## config.mk

```make
export PLATFORM = sky130hd
export DESIGN_NAME = dmem_port_arbiter
export DESIGN_NICKNAME = d
export VERILOG_FILES = /design/src/rtl/dmem_port_arbiter_pkg.sv /design/src/rtl/dmem_arb_age_counter.sv /design/src/rtl/dmem_port_arbiter.sv
export SDC_FILE = /design/constraint.sdc
export NUM_CORES = 1
export LEC_CHECK = 0
export CORE_MARGIN = 4
export CORE_UTILIZATION = 35
export DETAILED_ROUTE_END_ITERATION = 6
export PLACE_DENSITY = 0.85
export SYNTH_ARGS = -nofsm -noshare
export SYNTH_HDL_FRONTEND = slang
export SYNTH_SLANG_ARGS = --single-unit
```

## constraint.sdc

```tcl
create_clock -name clk_i -period 1.8 [get_ports clk_i]
set_input_delay 0.36 -clock clk_i [delete_from_list [all_inputs] [get_ports clk_i]]
set_output_delay 0.36 -clock clk_i [all_outputs]
set_load 0.02 [all_outputs]
```

## src/rtl/dmem_port_arbiter_pkg.sv

```systemverilog
// dmem_port_arbiter_pkg
// Shared definitions for the data-memory port arbiter: FSM state encoding,
// grant ids and default tuning parameters.
package dmem_port_arbiter_pkg;

  // 2-bit FSM encoding; IDLE is all-zero so a reset state reads as 0.
  typedef enum logic [1:0] {
    ST_IDLE  = 2'd0,
    ST_ISSUE = 2'd1,
    ST_WAIT  = 2'd2,
    ST_DONE  = 2'd3
  } arb_state_e;

  // Grant ids.
  localparam logic PORT_CPU = 1'b0;
  localparam logic PORT_AUX = 1'b1;

  // Defaults for the top-level parameters.
  localparam int unsigned DEF_AUX_MAX_WAIT = 8;
  localparam int unsigned DEF_BUSY_TIMEOUT = 64;

endpackage

```

## src/rtl/dmem_arb_age_counter.sv

```systemverilog
// dmem_arb_age_counter
// Saturating 8-bit age counter for the auxiliary port. Clear has priority
// over increment; the count sticks at 255.
// Ports:
//   clk_i, reset_i  clock, synchronous active-high reset
//   inc_i           count this cycle
//   clr_i           return to zero
//   at_thresh_o     age >= THRESH
module dmem_arb_age_counter
  import dmem_port_arbiter_pkg::*;
#(
  parameter int unsigned THRESH = DEF_AUX_MAX_WAIT
) (
  input  logic clk_i,
  input  logic reset_i,
  input  logic inc_i,
  input  logic clr_i,
  output logic at_thresh_o
);

  logic [7:0] r_age;

  always_ff @(posedge clk_i) begin
    if (reset_i) begin
      r_age <= 8'd0;
    end else if (clr_i) begin
      r_age <= 8'd0;
    end else if (inc_i && (r_age != 8'hFF)) begin
      r_age <= r_age + 8'd1;
    end
  end

  assign at_thresh_o = (r_age >= 8'(THRESH));

endmodule

```

## src/rtl/dmem_port_arbiter.sv

```systemverilog
// dmem_port_arbiter
// Shares the single data-memory port between the CPU load/store path
// (port 0) and an auxiliary bus master (port 1). One request is latched at a
// time, the memory enable is pulsed for one cycle, the memory busy output is
// tracked (with timeout abort) and completion is signalled by a one-cycle ack.
//
// Handshake: a requester raises pN_req_i with its fields and holds req high
// until pN_ack_o pulses. Fields are sampled only at the IDLE grant; pN_r_data_o
// is meaningful only while pN_ack_o is high (0 otherwise). Dropping req after
// the grant does not cancel the transaction. err_o pulses with the ack when
// the memory stayed busy for BUSY_TIMEOUT cycles (read data is then 0).
//
// Ports:
//   clk_i, reset_i                 clock, synchronous active-high reset
//   p0_*/p1_* inputs               request, addr, write data, write enable, size/sign
//   p0_ack_o/p1_ack_o, *_r_data_o  completion pulse and read data
//   err_o                          timeout abort flag (with ack)
//   cpu_stall_o                    p0_req_i & ~p0_ack_o
//   mem_*                          data memory interface
//   dbg_state_o                    current FSM state
module dmem_port_arbiter
  import dmem_port_arbiter_pkg::*;
#(
  parameter int unsigned AUX_MAX_WAIT = DEF_AUX_MAX_WAIT,
  parameter int unsigned BUSY_TIMEOUT = DEF_BUSY_TIMEOUT
) (
  input  logic        clk_i,
  input  logic        reset_i,
  input  logic        p0_req_i,
  input  logic [31:0] p0_addr_i,
  input  logic [31:0] p0_w_data_i,
  input  logic        p0_w_ena_i,
  input  logic [3:0]  p0_sign_mask_i,
  input  logic        p1_req_i,
  input  logic [31:0] p1_addr_i,
  input  logic [31:0] p1_w_data_i,
  input  logic        p1_w_ena_i,
  input  logic [3:0]  p1_sign_mask_i,
  output logic        p0_ack_o,
  output logic [31:0] p0_r_data_o,
  output logic        p1_ack_o,
  output logic [31:0] p1_r_data_o,
  output logic        err_o,
  output logic        cpu_stall_o,
  output logic [31:0] mem_addr_o,
  output logic [31:0] mem_w_data_o,
  output logic        mem_w_ena_o,
  output logic        mem_r_ena_o,
  output logic [3:0]  mem_sign_mask_o,
  input  logic [31:0] mem_r_data_i,
  input  logic        mem_busy_i,
  output logic [1:0]  dbg_state_o
);

  localparam logic [9:0] BUSY_LAST = 10'(BUSY_TIMEOUT - 1);

  arb_state_e  r_state;
  arb_state_e  w_next;
  logic        r_grant;
  logic [31:0] r_addr;
  logic [31:0] r_w_data;
  logic        r_w_ena;
  logic [3:0]  r_sign_mask;
  logic [31:0] r_r_data;
  logic        r_err;
  logic [9:0]  r_busy_cnt;

  logic w_req_any;
  logic w_age_hit;
  logic w_pick_aux;
  logic w_age_inc;
  logic w_age_clr;
  logic w_timeout;

  assign w_req_any  = p0_req_i | p1_req_i;
  // Aux wins if it has aged out, or if the CPU is not asking at all.
  assign w_pick_aux = p1_req_i & (w_age_hit | ~p0_req_i);
  assign w_timeout  = mem_busy_i & (r_busy_cnt == BUSY_LAST);

  // Age runs while aux waits without holding the grant (ISSUE..DONE).
  assign w_age_inc = p1_req_i & ~((r_state != ST_IDLE) & (r_grant == PORT_AUX));
  assign w_age_clr = ~p1_req_i | ((r_state == ST_IDLE) & w_pick_aux);

  dmem_arb_age_counter #(
    .THRESH (AUX_MAX_WAIT)
  ) u_age (
    .clk_i       (clk_i),
    .reset_i     (reset_i),
    .inc_i       (w_age_inc),
    .clr_i       (w_age_clr),
    .at_thresh_o (w_age_hit)
  );

  always_ff @(posedge clk_i) begin
    if (reset_i) begin
      r_state     <= ST_IDLE;
      r_grant     <= PORT_CPU;
      r_addr      <= 32'd0;
      r_w_data    <= 32'd0;
      r_w_ena     <= 1'b0;
      r_sign_mask <= 4'd0;
      r_r_data    <= 32'd0;
      r_err       <= 1'b0;
      r_busy_cnt  <= 10'd0;
    end else begin
      r_state <= w_next;
      case (r_state)
        ST_IDLE: begin
          if (w_req_any) begin
            r_grant     <= w_pick_aux ? PORT_AUX : PORT_CPU;
            r_addr      <= w_pick_aux ? p1_addr_i      : p0_addr_i;
            r_w_data    <= w_pick_aux ? p1_w_data_i    : p0_w_data_i;
            r_w_ena     <= w_pick_aux ? p1_w_ena_i     : p0_w_ena_i;
            r_sign_mask <= w_pick_aux ? p1_sign_mask_i : p0_sign_mask_i;
          end
        end
        ST_ISSUE: begin
          r_busy_cnt <= 10'd0;
          r_err      <= 1'b0;
        end
        ST_WAIT: begin
          if (!mem_busy_i) begin
            r_r_data <= mem_r_data_i;
          end else if (w_timeout) begin
            r_r_data <= 32'd0;
            r_err    <= 1'b1;
          end else begin
            r_busy_cnt <= r_busy_cnt + 10'd1;
          end
        end
        default: ;
      endcase
    end
  end

  always_comb begin
    w_next = r_state;
    case (r_state)
      ST_IDLE:  if (w_req_any) w_next = ST_ISSUE;
      ST_ISSUE: w_next = ST_WAIT;
      ST_WAIT:  if (!mem_busy_i || w_timeout) w_next = ST_DONE;
      ST_DONE:  w_next = ST_IDLE;
      default:  w_next = ST_IDLE;
    endcase
  end

  always_comb begin
    mem_r_ena_o = 1'b0;
    mem_w_ena_o = 1'b0;
    p0_ack_o    = 1'b0;
    p1_ack_o    = 1'b0;
    err_o       = 1'b0;
    p0_r_data_o = 32'd0;
    p1_r_data_o = 32'd0;
    if (r_state == ST_ISSUE) begin
      mem_w_ena_o = r_w_ena;
      mem_r_ena_o = ~r_w_ena;
    end
    if (r_state == ST_DONE) begin
      err_o = r_err;
      if (r_grant == PORT_AUX) begin
        p1_ack_o    = 1'b1;
        p1_r_data_o = r_r_data;
      end else begin
        p0_ack_o    = 1'b1;
        p0_r_data_o = r_r_data;
      end
    end
  end

  // Latched fields stay on the memory bus from ISSUE through DONE.
  assign mem_addr_o      = r_addr;
  assign mem_w_data_o    = r_w_data;
  assign mem_sign_mask_o = r_sign_mask;
  assign cpu_stall_o     = p0_req_i & ~p0_ack_o;
  assign dbg_state_o     = r_state;

endmodule

```

* Yosys cells after proc, flatten, opt, wreduce, memory -nomap -nowiden
Index checks and enable logic that the tools add are counted.
** Word-level totals
- Bits in registers :: 123
- Logic and storage cells :: 77
** Cells by class
- Add/sub/neg operators :: 2
- $lt $le $gt $ge :: 1
- Equality and inequality tests :: 11
- Multiplexer cells :: 27
- Bitwise logic cells :: 14
- Reduce and logical (&&, ||, !) cells :: 12
** Operators with widths (number)
- $mux 32 :: 8
- $mux 10 :: 2
- $pmux 10 s2 :: 1
- $mux 1 :: 11
- $add 10x1->10 const B :: 1
- $eq 10x6->1 const B :: 1
- $ne 2x2->1 const B :: 5
- $add 8x1->8 const B :: 1
- $ge 8x4->1 const B :: 1
- $ne 8x8->1 const B :: 1
- $pmux 2 s4 :: 1
- $and 1x1->1 :: 6
- $reduce_and 2->1 :: 3
- $reduce_and 3->1 :: 2
- $not 1->1 :: 5
- $eq 2x2->1 const B :: 2
- $mux 2 :: 2
- $mux 4 :: 1
- $reduce_bool 2->1 :: 2
- $or 1x1->1 :: 3
- $eq 2x1->1 const B :: 1
- $logic_not 2->1 :: 1
- $ne 2x1->1 const B :: 1
- $pmux 1 s2 :: 1
- other kinds (4) :: 4

* Longest topological paths before layout
- Word-level depth :: 6
- Gate-level depth with buffers :: 8
- Depth with buffers taken out :: 6

* Hierarchy
A second synthesis with hierarchy kept.
** Second synthesis, totals
- Cells, all modules :: 607
- Area, all modules :: 5683.0 um^2
** By module, submodules not included
- dmem_port_arbiter :: instances 1, cells an instance 554, area each 5217.5 um^2, seq. area each 2302.2 um^2
- dmem_arb_age_counter :: instances 1, cells an instance 53, area each 465.4 um^2, seq. area each 160.2 um^2

* Least setup slack after synthesis
Ideal clock, no wire load.
- Path type :: register to output
- From :: register r_state[1] (netlist: dbg_state_o[1])
- To :: output p0_r_data_o[22]
- Data arrival time :: 1.716 ns
- Slack :: -0.276 ns
- Stages on the path, launching flop included :: 5
- Path buffers :: 1
- Path through :: dfxtp_1 > ha_1 > nor2b_1 > clkbuf_1 > and2_1
** On the way
- Word-level cells in the longest chain between the ends :: 2
** Ends and longest elaborated chain
- from (decl) :: RTL line dmem_port_arbiter.sv:57 : arb_state_e r_state;
- from (signal assigned) :: RTL line dmem_port_arbiter.sv:106 : r_state <= w_next;
- $eq 2x2->1 :: RTL line dmem_port_arbiter.sv:159 : if (r_state == ST_DONE) begin
- $mux 32 :: RTL line dmem_port_arbiter.sv:159
- to (decl) :: RTL line dmem_port_arbiter.sv:40 : output logic [31:0] p0_r_data_o,
No other way between the ends.

* Final worst setup path
- From :: register r_state[1] (netlist: dbg_state_o[1])
- To :: output p0_r_data_o[20]
The elaborated chain is that of the path after synthesis.

==> results.toml <==
[sta]
fin_worst_skew_ps = 13.26
worst-slew-pin-transition_ps = 412.9
max_freq_mhz = 496.1
setup_viol = 102
rsz0062_at_grt = "true"
relSlewSlack = 0.7239
hold_viol = 0
finalCriticalPeriod_ps = 2016
slew_viol_final = 0
worst_slack_ps = -215.7
fin_crit_sh = 1.120

[setup_path]
cp-end-kind = "output port"
path_max_fanout = 9
cp_data_required_time_ps = 1440
path_buf_inv = 3
worstRegToRegCells = 8
crit_chain = "ha_4 > nor2b_4 > buf_6 > buf_12 > and2_4 > buf_6"
critPathKind = "reg -> out"
worstPathArrival_ps = 1660
r2r_slack_ps = -50
worstReg2RegStart = "dbg_state_o[1]"
cpLargestDelayFamily = "buffers and inverters"
crit_top_cell = "buf_6"
startpoint_type = "register"
cp_num_cells = 6
critical-path-max-stage-delay_ps = 370
cp_slowest_cell = "dfxtp_4"
r2r_end = "r_r_data[1]"

[hold_path]
hold_depth = 1
hold_end = "r_busy_cnt[4]"
min_path_type = "reg -> reg"
min_from = "r_busy_cnt[4]"

[yosys]
synth_cell_type_count = 51
synth_xor_area_frac = 0.001547
synth_ff_type = "dfxtp_1"
synth.net_count = 789
synth_warnings = 0
synth_top_family_by_area = "compound AO/OA/AOI/OAI gates"
synthArstFlopShare = 0
syn-instance-count = 607
synth_compound_area_frac = 0.2239
synth-edff-count = 0
ys_seq_area_frac = 0.4350
syn-mean-instance-area_um2 = 9.325
synth-simple-area-share = 0.1459
synthMuxAreaShare = 0.1291
synthAdderAreaFrac = 0.01547
ys_ff_latch = 123
syn_area_um2 = 5660

[cells_and_area]
final_cell_mix = "clkdlybuf4s50_1 (227), dfxtp_1 (120), mux2i_1 (73)"
fin_area_um2 = 11040
syn_to_final_growth_pct = 95.00
layout_commonest_cell = "clkdlybuf4s50_1"
nets = 1162
drive_gt1_frac = 0.2900

[floorplanning]
die-area_um2 = 18270
rows = 46
die_w_um = 135.2
die-height_um = 135.2
io_pins = 315
coreArea_um2 = 15890
start_util = 0.3563

[drt]
vias = 6426
firstDrtPassIters = 5
wire_per_inst_um = 20.12
ant_nets = 0
wl_um = 24350
first_iter_violations = 351
route.detailed.drc = 0
drt-vias-per-instance = 5.311

[clock_tree]
clk_pin_slew_worst_paths_ps = 70
h-tree-depth = 4
cts_hold_buf = 0
cts-root-buf = "clkbuf_16"
cts_tree = "done"
numCtsBuffers = 17
cts_sinks = 123
cts_buffer_depth = 2
clock_latency_ps = 420

[power]
p_per_area_nw_per_um2 = 1296
peakVddDrop_mv = 0.9336
fin_total_pwr_mw = 14.31
p_leak_nw = 4.913

[global_routing]
grt_overflow = 0
grt_first_pass_wirelength_um = 32890
first_global_vias = 6110
antenna_found_initial = 1
grt_max_degree = 59
grt_use_total = 0.2282

[placed_design]
preCtsSetupSlack_ps = -263.5
post-dp-hpwl_um = 15510
portBuffers = 314
placed_area_um2 = 9371
place.gp.congestion = 0.8378

[run_status]
violations = "negative setup slack"
status = "complete, but fails checks"

[run]
cap_viol_max_count = 0
area by class of cell:
cell class,instances,area (µm²)
multi-input combinational,430,3302
fill,1123,4847
inverter,6,27.53
clock buffer,19,442.9
sequential,123,2469
antenna,1,2.502
timing repair buffer,402,4334
clock inverter,13,190.2
tap,216,270.3
cell usage after synthesis (3+ instances only):
master    instances  share of area
buf_6             4         0.0080
nand4_1           3         0.0033
nand2_1          17          0.011
nor2_1            9         0.0060
inv_1             6         0.0040
a22o_1           31          0.048
buf_4             6         0.0080
nor3_1            5         0.0044
a31oi_1           3         0.0033
and3_1           35          0.039
or3_1             4         0.0044
o21ai_0          72          0.064
nor2b_1           6         0.0066
o31ai_1           3         0.0040
ha_1              7          0.015
mux2i_1          73           0.13
buf_2             3         0.0027
nand3_1           9         0.0080
a21oi_1          74          0.065
dfxtp_1         123           0.44
clkbuf_1         36          0.024
and2_1           37          0.041
o21ai_1           5         0.0044
timing repair:
action | in CTS | in global routing
cloned | 3 | 12
buffers inserted | 2 | 22
resized for setup | 366 | 123
pin swaps | 8 | 27
setup endpoints to repair | 108 | 154
sequential cells by signal, indices dropped and copies added (netlist names):
register         flops
mem_addr_o          32
u_age.r_age          8
r_w_ena              1
mem_w_data_o        32
r_err                1
r_busy_cnt          10
r_r_data            32
mem_sign_mask_o      4
dbg_state_o          2
r_grant              1
stage by stage:
step / hold slack (ps) / std cells / utilization / setup TNS [ps]
floorplan: 447.2 / 607 / - / 0
global placement: 465.7 / 1139 / 0.5900 / -20220
detailed placement: 461.6 / 1139 / 0.5900 / -23070
CTS: 484.3 / 1176 / 0.6456 / -8765
global route: 505.5 / 1210 / 0.6949 / -18450
finish: 485.4 / 1210 / 0.6949 / -10740
worst register-to-register path, delay by kind of cell, from the launching register on:
kind,cells,cell delay (ps)
adders and majority gates,1,180
AOI/OAI and AO/OA,1,150
DFF,1,370
and+or+nand+nor,1,370
buffers and inverters,5,700
cell families after synthesis:
| group | count (synthesis) |
|---|---|
| AO/OA/AOI/OAI | 207 |
| AND/OR/NAND/NOR | 140 |
| flip-flops | 123 |
| multiplexers | 73 |
| buffers and inverters | 56 |
| adder cells (fa/ha/maj) | 7 |
| XOR/XNOR | 1 |
per-layer routing:
layer / share of wire / wire, µm / track usage / up-vias
met5: 0 / 0 / 0 / -
met4: 0.030 / 739 / 0.08343 / 0
met3: 0.086 / 2083 / 0.07689 / 54
met2: 0.50 / 12110 / 0.3952 / 318
met1: 0.39 / 9411 / 0.2616 / 3076
li1: - / - / - / 2978
report_power, final:
| group | switching [mW] | internal, mW | leakage, nW |
|---|---|---|---|
| sequential | 0.468 | 3.43 | 1.01 |
| clock | 1.36 | 2.37 | 0.297 |
| combinational | 3.22 | 3.47 | 3.60 |
how the worst max path moves through the flow:
stage / start / to / slack (ps)
2_1_floorplan: dbg_state_o[0] / p0_r_data_o[22] / 50
4_1_cts: dbg_state_o[1] / p0_r_data_o[29] / -180
3_3_place_gp: p0_req_i / mem_addr_o[6] / -250
6_report: dbg_state_o[1] / p0_r_data_o[20] / -220
5_1_grt: dbg_state_o[1] / p0_r_data_o[20] / -270
3_5_place_dp: p0_req_i / mem_addr_o[14] / -260
Note: power is estimated with default switching activity, not from simulation.
